**config.mk**
```make
export PLATFORM = sky130hd
export DESIGN_NAME = mem_arbiter
export DESIGN_NICKNAME = d
export VERILOG_FILES = /design/src/rtl/rv32ima_pkg.sv /design/src/rtl/ldst_align.sv /design/src/rtl/mem_arbiter.sv
export SDC_FILE = /design/constraint.sdc
export NUM_CORES = 1
export LEC_CHECK = 0
export BUFFER_PORTS_ARGS = -buffer_cell sky130_fd_sc_hd__buf_2
export CAP_MARGIN = 20
export CELL_PAD_IN_SITES_DETAIL_PLACEMENT = 0
export CELL_PAD_IN_SITES_GLOBAL_PLACEMENT = 1
export CORE_MARGIN = 3
export CORE_UTILIZATION = 25
export CTS_BUF_LIST = sky130_fd_sc_hd__clkbuf_4 sky130_fd_sc_hd__clkbuf_8
export DETAILED_ROUTE_END_ITERATION = 7
export PLACE_DENSITY_LB_ADDON = 0.25
export SYNTH_ARGS = -nofsm -noshare
export SYNTH_HDL_FRONTEND = slang
export SYNTH_HIERARCHICAL = 1
export SYNTH_SLANG_ARGS = --single-unit
export TNS_END_PERCENT = 20
```
**constraint.sdc**
```tcl
create_clock -name CLK -period 5.1 [get_ports CLK]
set_clock_uncertainty 0.05 [all_clocks]
set_input_delay 0.255 -clock CLK [delete_from_list [all_inputs] [get_ports CLK]]
set_output_delay 0.255 -clock CLK [all_outputs]
set_load 0.02 [all_outputs]
```
**src/rtl/rv32ima_pkg.sv**
```systemverilog
// Shared types for the memory arbiter: load/store width encoding (funct3) and
// arbiter state encoding.
package rv32ima_pkg;

    localparam int LDST_WIDTH_W = 3;

    typedef enum logic [LDST_WIDTH_W-1:0] {
        LDST_B  = 3'b000,
        LDST_H  = 3'b001,
        LDST_W  = 3'b010,
        LDST_BU = 3'b100,
        LDST_HU = 3'b101
    } ldst_width_t;

    typedef logic [1:0] arb_state_t;

    localparam arb_state_t IDLE = 2'd0;
    localparam arb_state_t DACC = 2'd1;
    localparam arb_state_t IACC = 2'd2;

endpackage

```
**src/rtl/ldst_align.sv**
```systemverilog
// Combinational byte-lane logic: store lane replication and strobes, load
// byte/half extraction with sign/zero extension, and misalignment detection.
module ldst_align
    import rv32ima_pkg::*;
(
    input  logic [1:0]              offset,
    input  logic [LDST_WIDTH_W-1:0] width,
    input  logic [31:0]             store_data,
    input  logic [31:0]             load_word,
    output logic [3:0]              strb,
    output logic [31:0]             store_lanes,
    output logic [31:0]             load_data,
    output logic                    misalign
);

    logic [7:0]  load_byte;
    logic [15:0] load_half;

    assign load_byte = load_word[{offset, 3'b000} +: 8];
    assign load_half = offset[1] ? load_word[31:16] : load_word[15:0];

    // width[2] selects zero extension (LBU/LHU); width[1:0] selects the size.
    always_comb begin
        strb        = 4'b1111;
        store_lanes = store_data;
        load_data   = load_word;
        misalign    = 1'b0;
        case (width[1:0])
            2'b00: begin
                strb        = 4'b0001 << offset;
                store_lanes = {4{store_data[7:0]}};
                load_data   = width[2] ? {24'b0, load_byte}
                                       : {{24{load_byte[7]}}, load_byte};
            end
            2'b01: begin
                strb        = 4'b0011 << offset;
                store_lanes = {2{store_data[15:0]}};
                load_data   = width[2] ? {16'b0, load_half}
                                       : {{16{load_half[15]}}, load_half};
                misalign    = offset[0];
            end
            default: begin
                misalign    = (offset != 2'b00);
            end
        endcase
    end

endmodule

```
**src/rtl/mem_arbiter.sv**
```systemverilog
// Arbitrates instruction fetch and data load/store onto a single-port,
// variable-latency RAM, with data priority and a per-transaction timeout.
module mem_arbiter
    import rv32ima_pkg::*;
#(
    parameter int ADDR_W         = 32,
    parameter int TIMEOUT_CYCLES = 64
) (
    input  logic                    CLK,
    input  logic                    nRST,
    input  logic                    imem_ren,
    input  logic [ADDR_W-1:0]       imem_addr,
    output logic [31:0]             imem_load,
    output logic                    ihit,
    input  logic                    dmem_ren,
    input  logic                    dmem_wen,
    input  logic [ADDR_W-1:0]       dmem_addr,
    input  logic [31:0]             dmem_store,
    input  logic [LDST_WIDTH_W-1:0] dmem_width,
    output logic [31:0]             dmem_load,
    output logic                    dhit,
    output logic                    bus_err,
    output logic                    ram_ren,
    output logic                    ram_wen,
    output logic [ADDR_W-1:0]       ram_addr,
    output logic [31:0]             ram_store,
    output logic [3:0]              ram_strb,
    input  logic [31:0]             ram_load,
    input  logic                    ram_ready,
    output arb_state_t              dbg_state
);

    localparam int TCNT_W = (TIMEOUT_CYCLES > 2) ? $clog2(TIMEOUT_CYCLES) : 1;
    localparam logic [TCNT_W-1:0] TCNT_MAX = TCNT_W'(TIMEOUT_CYCLES - 1);

    arb_state_t                state;
    arb_state_t                next_state;
    logic [TCNT_W-1:0]         tcnt;
    logic [ADDR_W-1:0]         req_addr;
    logic [LDST_WIDTH_W-1:0]   req_width;
    logic [31:0]               req_store;
    logic                      req_write;

    logic        in_dacc, in_iacc, d_live;
    logic        timeout, mis, d_done, i_done, done, dacc_go;
    logic [3:0]  al_strb;
    logic [31:0] al_store, al_load;
    logic        al_mis;

    ldst_align u_align (
        .offset      (req_addr[1:0]),
        .width       (req_width),
        .store_data  (req_store),
        .load_word   (ram_load),
        .strb        (al_strb),
        .store_lanes (al_store),
        .load_data   (al_load),
        .misalign    (al_mis)
    );

    assign in_dacc = (state == DACC);
    assign in_iacc = (state == IACC);
    assign d_live  = dmem_ren | dmem_wen;
    assign mis     = in_dacc & al_mis;
    assign timeout = (in_dacc | in_iacc) & ~ram_ready & ~mis & (tcnt == TCNT_MAX);
    assign d_done  = in_dacc & (ram_ready | timeout | mis);
    assign i_done  = in_iacc & (ram_ready | timeout);
    assign done    = d_done | i_done;
    assign dacc_go = in_dacc & ~mis & ~timeout;

    // A hit also requires the request to still be live, so a flushed request
    // completes on the RAM side without reporting back.
    assign dhit      = d_done & d_live;
    assign ihit      = i_done & imem_ren;
    assign bus_err   = (dhit & (timeout | mis)) | (ihit & timeout);
    assign dmem_load = (dhit & ram_ready & ~mis & ~req_write) ? al_load : 32'b0;
    assign imem_load = (ihit & ram_ready) ? ram_load : 32'b0;

    assign ram_ren   = (dacc_go & ~req_write) | (in_iacc & ~timeout);
    assign ram_wen   = dacc_go & req_write;
    assign ram_addr  = (ram_ren | ram_wen) ? {req_addr[ADDR_W-1:2], 2'b00} : '0;
    assign ram_store = ram_wen ? al_store : 32'b0;
    assign ram_strb  = ram_wen ? al_strb : 4'b0;
    assign dbg_state = state;

    // The request just retired is still asserted in its completion cycle, so
    // only the other port counts as pending when choosing the next access.
    always_comb begin
        next_state = state;
        case (state)
            IDLE: begin
                if (d_live)        next_state = DACC;
                else if (imem_ren) next_state = IACC;
            end
            DACC: begin
                if (d_done)        next_state = imem_ren ? IACC : IDLE;
            end
            IACC: begin
                if (i_done)        next_state = d_live ? DACC : IDLE;
            end
            default:               next_state = IDLE;
        endcase
    end

    always_ff @(posedge CLK or negedge nRST) begin
        if (!nRST) begin
            state     <= IDLE;
            tcnt      <= '0;
            req_addr  <= '0;
            req_width <= '0;
            req_store <= '0;
            req_write <= 1'b0;
        end else begin
            state <= next_state;
            if (state == IDLE || done) tcnt <= '0;
            else                       tcnt <= tcnt + TCNT_W'(1);
            if (state == IDLE || done) begin
                if (next_state == DACC) begin
                    req_addr  <= dmem_addr;
                    req_width <= dmem_width;
                    req_store <= dmem_store;
                    req_write <= dmem_wen;
                end else begin
                    req_addr  <= imem_addr;
                    req_width <= LDST_W;
                    req_store <= '0;
                    req_write <= 1'b0;
                end
            end
        end
    end

endmodule
```
Word level (Yosys, flattened, before mapping)
Index checks and enable logic that the tools add are counted.

Bits of input ports: 137. Word-level logic and storage cells: 75. Register bits: 76. Output and inout port bits: 139.

Bitwise operators: 32. Reduce and logical (&&, ||, !) cells: 4. Equal/unequal tests: 5. Shifts and indexed selects: 3. Mux-type cells: 24. Add/sub/neg operators: 1.

Operators by type and width (number): 2-to-1 mux 32 bit (8); one-hot mux 32 bit (2 select lines) (2); variable part select 32 x 6 -> 8 bit (1); AND 1 bit (19); 2-to-1 mux 16 bit (1); 2-to-1 mux 2 bit (5); bitwise OR 1 bit (9); one-hot mux 4 bit (2 select lines) (1); adder 6 x 1 -> 6 bit, second input constant (1); == test 2 x 1 -> 1 bit, second input constant (3); == test 6 bit, second input constant (1); 2-to-1 mux 6 bit (1); one-hot mux 2 bit (3 select lines) (1); logical NOT 2 bit (2); 2-to-1 mux 4 bit (1); NOT 1 bit (4); << shifter 1 x 2 -> 4 bit, first input constant (1); << shifter 2 x 2 -> 4 bit, first input constant (1); 2-to-1 mux 3 bit (1); == test 2 bit, second input constant (1); 2-to-1 mux 1 bit (2); one-hot mux 1 bit (2 select lines) (1); nonzero test 2 bit (1); logical OR 1 bit (1).

Logic depth before layout (Yosys ltp)
Gate-level depths: netlist (run 1).

Word-level depth: 14. Depth in mapped cells: 12. Mapped depth without buffers: 7.

Cells and area by module
Netlist (run 1), hierarchy kept.

Modules (own cells, without submodules): mem_arbiter (area an instance 4805.9 um^2, cells each 563, instances 1); ldst_align (area an instance 1063.5 um^2, cells each 154, instances 1).

Worst setup path before layout (run 1)
Ideal clock, no wire load.

Path type: reg-to-reg. Start point: reg req_width[1]. End point: reg req_addr[0]. Path slack: 2.342 ns. Data arrival time: 2.628 ns. Stages on the path, launching flop included: 12. Buffers on the path: 4. Path through: dfrtp_1 -> clkbuf_1 -> clkbuf_1 -> o21ai_0 -> nand2_1 -> and2_1 -> nor3_2 -> o221a_4 -> or3_4 -> buf_6 -> buf_12 -> o211ai_2.

Longest elaborated chain between the ends: 13. Elaborated cells on any way between the ends: 18. Those cells by class: eq/ne: 2; mux: 5; bitwise: 9; reduce/logical: 2.

Ends and longest elaborated chain: start: declaration (line mem_arbiter.sv:40) `logic [LDST_WIDTH_W-1:0] req_width;`; start signal: assignment (line mem_arbiter.sv:120) `req_width <= dmem_width;`; == test 2 x 1 -> 1 bit or logical NOT 2 bit (tied branches) (line ldst_align.sv:28) `case (width[1:0])`; one-hot mux 1 bit (2 select lines) (*) (line ldst_align.sv:28); net al_mis (line mem_arbiter.sv:48) `logic al_mis;`; AND 1 bit (*) (line mem_arbiter.sv:64) `assign mis = in_dacc & al_mis;`; NOT 1 bit (line mem_arbiter.sv:65) `assign timeout = (in_dacc | in_iacc) & ~ram_ready & ~mis & (tcnt == TCNT_MAX);`; AND 1 bit (2 in a row) (line mem_arbiter.sv:65); bitwise OR 1 bit (line mem_arbiter.sv:66, mem_arbiter.sv:67); bitwise OR 1 bit (line mem_arbiter.sv:66) `assign d_done = in_dacc & (ram_ready | timeout | mis);`; AND 1 bit (line mem_arbiter.sv:66); 2-to-1 mux 2 bit (line mem_arbiter.sv:96) `if (d_done) next_state = imem_ren ? IACC : IDLE;`; one-hot mux 2 bit (3 select lines) (line mem_arbiter.sv:90) `case (state)`; == test 2 x 1 -> 1 bit (line mem_arbiter.sv:118) `if (next_state == DACC) begin`; 2-to-1 mux 32 bit (line mem_arbiter.sv:118); end signal: assignment (line mem_arbiter.sv:119) `req_addr <= dmem_addr;`; end signal: assignment (line mem_arbiter.sv:124) `req_addr <= imem_addr;`; end: declaration (line mem_arbiter.sv:39) `logic [ADDR_W-1:0] req_addr;`.

Mark *: on every way through the listed nets, which the timed path passes. The rest lies on a longest branch. A chain may end at the register's enable or synchronous reset.

Final worst setup path (run 1)
Start point: reg req_addr[1]. End point: out dmem_load[8].

Longest elaborated chain between the ends: 14. Elaborated cells on any way between the ends: 19. Those cells by class: shift: 1; mux: 6; bitwise: 11; reduce/logical: 1.

Ends and longest elaborated chain: nonzero test 2 bit (*) (line ldst_align.sv:43) `misalign = (offset != 2'b00);`; one-hot mux 1 bit (2 select lines) (*) (line ldst_align.sv:28); net al_mis (line mem_arbiter.sv:48); AND 1 bit (*) (line mem_arbiter.sv:64); NOT 1 bit (line mem_arbiter.sv:65, mem_arbiter.sv:76); AND 1 bit (2 in a row) (line mem_arbiter.sv:65); bitwise OR 1 bit (2 in a row) (line mem_arbiter.sv:66); AND 1 bit (line mem_arbiter.sv:66); AND 1 bit (line mem_arbiter.sv:73) `assign dhit = d_done & d_live;`; AND 1 bit (line mem_arbiter.sv:76) `assign dmem_load = (dhit & ram_ready & ~mis & ~req_write) ? al_load : 32'b0;`; AND 1 bit (*) (2 in a row) (line mem_arbiter.sv:76); 2-to-1 mux 32 bit (*) (line mem_arbiter.sv:76); end: declaration (line mem_arbiter.sv:20) `output logic [31:0] dmem_load,`.

Marks and branches as above.

==> summary.md, run 1 <==
| Metric | Value |
|---|---|
| CTS sink count | 76 |
| Total GRT Usage | 16.4% |
| Setup-failing EPs final | 0 |
| Post-synth EDFFs | 0 |
| Number of cell rows | 55 |
| Total grt overflow | 0 |
| Synth top area cells | dfrtp_1 (32%), and2_1 (11%), nand2_1 (8.8%) |
| # IOs | 276 |
| Maximum clock insertion buffer count | 2 |
| R2r endpoint | req_addr[19] |
| Fin. Hold Viols | 0 |
| Worst skew pair latency | 0.36 ns |
| Synth warn | 6 |
| Worst path arrival time | 2.97 ns |
| R2r setup slk | 1.88 ns |
| CP max-delay cell | and3_1 |
| Worst path cell trace | buf_4, o21ai_0, nand2_1, and2b_1, nor2b_1, and3_1, and2_1, buf_2 |
| Hold Path Sink | req_store[22] |
| Max stage delay on crit path | 0.76 ns |
| Worst reg2reg startpoint | dbg_state[0] |
| Startpoint types | flip-flop |
| Fin nets | 1,084 |
| Die height | 159 um |
| Core Footprint | 22,800 um^2 |
| Initial antenna violation count | 2 |
| Synth-to-Final Area Change | 30.4% |
| DR pass1 iterations | 4 |
| Pins over their slew limit | 0 |
| Pwr/cell area | 563 nW/um^2 |
| Number of port buffers | 273 |
| Worst slew pin tran | 0.865 ns |
| Yosys cell types | 52 |
| Starting DRT DRC Count | 307 |
| VDD IR max | 0.305 mV |
| Static Leakage | 3.95 nW |
| Total vias in the final route | 5,855 |
| Worst Path Class, Setup | reg2out |
| Die area | 25,400 um^2 |
| Status | finished clean |
| Top cell type's share of synthesized area | 32.4% |
| Mapped Area | 5870 um^2 |
| Largest net degree at the start of global routing | 77 |
| HPWL reported at the end of detailed placement | 15.5 mm |
| Hold depth | 3 |
| Setup repair bufs after CTS | 0 |
| CP required | 4.80 ns |
| Minimum clock period | 3.28 ns |
| Antenna Nets Post-Route | 0 |
| Hold Crit Class | in2reg |
| RSZ-0062 raised after global routing | no |
| Mapped Cells | 717 |
| Final wirelength | 21.5 mm |
| Number of global-route vias before repair | 5,792 |
| Sum of negative setup slack | 0 ns |
| FF-to-FF path depth | 8 |
| Max Cap Viol | 0 |
| Vias per cell | 4.65 |
| Cts repair resizes | 0 |
| Starting density of the core | 25.7% |
| Die X | 159 um |
| Period utilization | 64.2% |
| Clock transition at path regs | 0.10 ns |
| H-Tree Level Count | 3 |
| Tot Pwr | 4.31 mW |
| Crit end category | output port |
| Worst Path Buf+Inv | 2 |
| Relative slew slack | 42.3% |
| DR WL/cell | 17.1 um |
| Share of layout cells above drive strength 1 | 38.4% |
| Worst-path fanout max | 32 |
| Clk root buf | clkbuf_8 |
| CTS tree | built |
| Post-detailed-route DRC marker count | 0 |
| Dominant cell type by area after synthesis | dfrtp_1 |
| Diode count | 0 |
| Post-synthesis sequential area ratio | 32.4% |
| Delay-heaviest family, CP | simple AND/OR/NAND/NOR gates |
| Top FF cell, synth | dfrtp_1 |
| First-pass GRT wire length | 33.6 mm |
| Flops & latches, synth | 76 |
| TritonCTS Buffers | 9 |
| Mean Syn Cell Area | 8.19 um^2 |
| Async set or reset register ratio after synthesis | 100% |
| Gpl congestion | 0.773 |
| Peak Freq | 305 MHz |
| Worst hold start | dmem_store[22] |
what timing repair did:
action | CTS | global route
setup endpoints to repair | 0 | 0
hold buffers | 1 | 0
hold endpoints to repair | 28 | 0
through the flow:
step	worst slack (ns)	cell area (um^2)	std cells	util (%)	hold slack, ns
3_3_place_gp	1.89	7390	1242	32.3	0.159
5_1_grt	1.57	7650	1260	33.5	0.0368
2_1_floorplan	2.34	5870	718	-	-0.0906
4_1_cts	1.72	7650	1260	33.5	0.0372
3_5_place_dp	1.84	7410	1243	32.4	0.158
6_report	1.82	7650	1260	33.5	0.0585
power by group:
part           internal (mW)  switching [mW]
Combinational          0.967            1.81
Sequential             0.844           0.127
Clock                  0.285           0.271
cells in the mapped netlist (7+ instances only):
master / instances
a21oi_1: 9
and2_1: 102
dfrtp_1: 76
o221ai_1: 7
mux2i_1: 16
a21o_1: 17
mux2_2: 17
nor2_1: 19
o311ai_0: 32
clkbuf_1: 48
nand2_1: 138
buf_4: 10
nor3_1: 38
o211ai_1: 9
o21ai_0: 50
o221ai_2: 23
inv_1: 35
worst max-delay path by stage:
stage | slack (ns) | start | endpoint | depth (start not counted)
6_report | 1.82 | req_addr[1] | dmem_load[8] | 8
5_1_grt | 1.57 | req_addr[0] | dmem_load[28] | 7
4_1_cts | 1.72 | req_addr[0] | dmem_load[21] | 7
3_5_place_dp | 1.84 | dbg_state[1] | req_addr[18] | 8
3_3_place_gp | 1.89 | dbg_state[0] | req_addr[22] | 8
2_1_floorplan | 2.34 | req_width[1] | req_addr[0] | 11
worst register-to-register path, delay by kind of cell (launching register included):
family,cells,cell delay (ns)
AOI/OAI and AO/OA,3,0.95
adders and majority gates,1,0.31
buffers and inverters,2,0.44
DFF,1,0.43
and+or+nand+nor,2,0.91
layout make-up:
type,instances,area [um^2]
clock inverters,7,105
inverters,35,131
flip-flops and latches,76,1900
fillers,2526,15200
well taps,313,392
repair buffers,287,1510
multi-input cells,533,3490
clock buffers,9,124
per-layer routing:
metal / GRT usage, % / part of all wire, % / up-vias
li1: - / - / 2931
met1: 23.3 / 48 / 2680
met2: 25.3 / 44 / 228
met3: 4.58 / 7.1 / 12
met4: 2.27 / 0.49 / 4
met5: 0 / 0.13 / -
state kept, by name, summed over array words and instances (netlist names):
register / flops
dbg_state: 2
req_addr: 32
req_store: 32
req_width: 3
req_write: 1
tcnt: 6
layout by cell type, fill, tap and decap left out, drive strengths merged, types with 20 or more instances in the layout:
cell type and instances:
nor2 20, and2 102, inv 39, buf 286, dfrtp 76, nand2 138
o221ai 30, o21ai 56, o311ai 32, nor3 39
kinds of logic (layout without fill, tap and decap cells):
| family | after synthesis | count (layout) | share of synthesized area (%) |
|---|---|---|---|
| other | 1 | 2 | 0.0639 |
| multiplexers | 34 | 34 | 6.37 |
| XOR/XNOR | 4 | 4 | 0.597 |
| AND/OR/NAND/NOR | 321 | 321 | 27.2 |
| adder cells (fa/ha/maj) | 5 | 5 | 1.07 |
| flip-flops | 76 | 76 | 32.4 |
| AO/OA/AOI/OAI | 167 | 167 | 23.3 |
| buffers and inverters | 109 | 338 | 8.95 |
Power figures use the tool's default switching activity.
==> inputs of run 2 (changes only) <==
==> constraint.sdc (replaced) <==
create_clock -name CLK -period 3.4 [get_ports CLK]
set_clock_uncertainty 0.05 [all_clocks]
set_input_delay 0.17 -clock CLK [delete_from_list [all_inputs] [get_ports CLK]]
set_output_delay 0.17 -clock CLK [all_outputs]
set_load 0.02 [all_outputs]
==> run 2 against run 1 <==
  * Die area unchanged
  * Global-route usage increased by 0.40 points
  * Wire length increased by 1.3%
==> summary.md, run 2 (same netlist as run 1, synthesis figures left out) <==
| Metric | Value |
|---|---|
| Pwr/cell area | 793 nW/um^2 |
| Synth-to-Final Area Change | 36.0% |
| Most common cell after layout, fill and taps aside | buf_2 |
| Clk root buf | clkbuf_8 |
| Vias per cell | 4.64 |
| Placed Cells | 1,244 |
| Status | finished clean |
| Starting density of the core | 25.7% |
| CTS sink count | 76 |
| Post-CTS Hold Buffers | 35 |
| Startpoint types | flip-flop |
| TritonCTS Buffers | 9 |
| Worst Path Class, Setup | reg2reg |
| CTS tree | built |
| DR pass1 iterations | 5 |
| RSZ-0062 raised after global routing | no |
| Largest net degree at the start of global routing | 77 |
| Worst hold slack | 0.0165 ns |
| Layout Cells excl Fill | 1,298 |
| Core Footprint | 22,800 um^2 |
| Final instance area | 7980 um^2 |
| Gpl congestion | 0.735 |
| Antenna Nets Post-Route | 0 |
| Die height | 159 um |
| Worst skew pair latency | 0.36 ns |
| Fillers | 2,515 |
| Total grt overflow | 0 |
| Largest registers | req_addr: 32 flops, req_store: 32 flops, tcnt: 6 flops |
| Pins over their slew limit | 0 |
| Worst slew pin tran | 0.970 ns |
| Worst path cell trace | inv_1, ha_1, and4b_1, a31oi_1, a31o_2, or3_4, o221ai_1 |
| Worst path arrival time | 3.22 ns |
| Maximum clock insertion buffer count | 2 |
| # IOs | 276 |
| Setup repair bufs after CTS | 0 |
| Sum of negative setup slack | 0 ns |
| Final Core Density | 34.9% |
| CP required | 3.55 ns |
| Setup-failing EPs final | 0 |
| Fin. Hold Viols | 0 |
| Max stage delay on crit path | 0.78 ns |
| Placed Instance Area | 7400 um^2 |
| Number of port buffers | 273 |
| DR WL/cell | 16.8 um |
| Static Leakage | 4.09 nW |
| H-Tree Level Count | 3 |
| Total vias in the final route | 6,021 |
| Total GRT Usage | 16.7% |
| Die area | 25,400 um^2 |
| First-pass GRT wire length | 34.7 mm |
| Final wirelength | 21.8 mm |
| Number of global-route vias before repair | 5,913 |
| Hold Crit Class | in2reg |
| Minimum clock period | 3.06 ns |
| HPWL reported at the end of detailed placement | 15.6 mm |
| Post-detailed-route DRC marker count | 0 |
| Worst-path fanout max | 67 |
| Max Cap Viol | 0 |
| Period utilization | 90.1% |
| Fin nets | 1,120 |
| Cts repair resizes | 0 |
| Relative slew slack | 35.3% |
| CP max-delay cell | or3_4 |
| Initial antenna violation count | 3 |
| Clock transition at path regs | 0.10 ns |
| Peak Freq | 326 MHz |
| Die X | 159 um |
| VDD IR max | 0.397 mV |
| Number of cell rows | 55 |
| Crit end category | flip-flop |
| Most frequent cells in the layout | buf_2 (272), nand2_1 (138), and2_1 (102) |
| Share of layout cells above drive strength 1 | 37.2% |
| Starting DRT DRC Count | 265 |
==> run 2: cell count changes in the layout (fill, tap and decap cells not counted) <==
| cell | before | now |
|---|---|---|
| clkinv_4 | 0 | 2 |
| diode_2 | 0 | 2 |
| bufinv_16 | 2 | 1 |
| inv_8 | 1 | 0 |
| dlygate4sd3_1 | 1 | 35 |
| buf_4 | 12 | 14 |
| inv_6 | 3 | 0 |
| clkinv_2 | 0 | 2 |
| clkbuf_4 | 0 | 1 |
==> run 2: worst paths after layout <==
| path | slack (ns) | end | startpoint | cells after the start |
|---|---|---|---|---|
| worst min register to register | 0.42 | tcnt[0] | tcnt[0] | 1 |
| worst max register to register | 0.34 | req_addr[4] | dbg_state[1] | 7 |
| min in group asynchronous | 0.13 | req_store[0] | nRST | 2 |
| max in group asynchronous | 2.55 | req_width[1] | nRST | 3 |
| worst max-delay path | 0.34 | req_addr[4] | dbg_state[1] | 7 |
| worst min-delay path | 0.02 | req_store[15] | dmem_store[15] | 3 |
==> run 2: layer usage <==
| metal | track usage [%] | wire length, um |
|---|---|---|
| met1 | 24.0 | 10500 |
| met2 | 25.9 | 9680 |
| met3 | 4.55 | 1440 |
| met4 | 2.39 | 129 |
| met5 | 0 | 27 |
==> run 2: critical path, delay by kind of cell (launching register included) <==
family          cells  cell delay, ns
flops               1            0.45
simple gates        2            0.97
buf+inv             1            0.09
compound gates      3            0.96
fa+ha+maj           1            0.30
==> run 2: power by group <==
group	switching (mW)	internal (mW)
clock	0.378	0.348
sequential	0.188	1.27
combinational	2.70	1.44
==> run 2: layout make-up <==
class,instances,area (um^2),area share [%]
antenna,2,5.00,0.0627
inverter,35,131,1.65
clock buffer,10,131,1.65
tap,313,392,4.91
timing repair buffer,323,1860,23.4
sequential,76,1900,23.8
clock inverter,6,65.1,0.815
multi-input combinational,533,3490,43.7
==> run 2: metrics by stage <==
step / worst slack, ns / total power [mW]
4_1_cts: 0.297 / 6.46
2_1_floorplan: 0.642 / 4.63
3_5_place_dp: 0.300 / 5.68
6_report: 0.336 / 6.33
3_3_place_gp: 0.370 / 5.65
5_1_grt: 0.0549 / 6.95
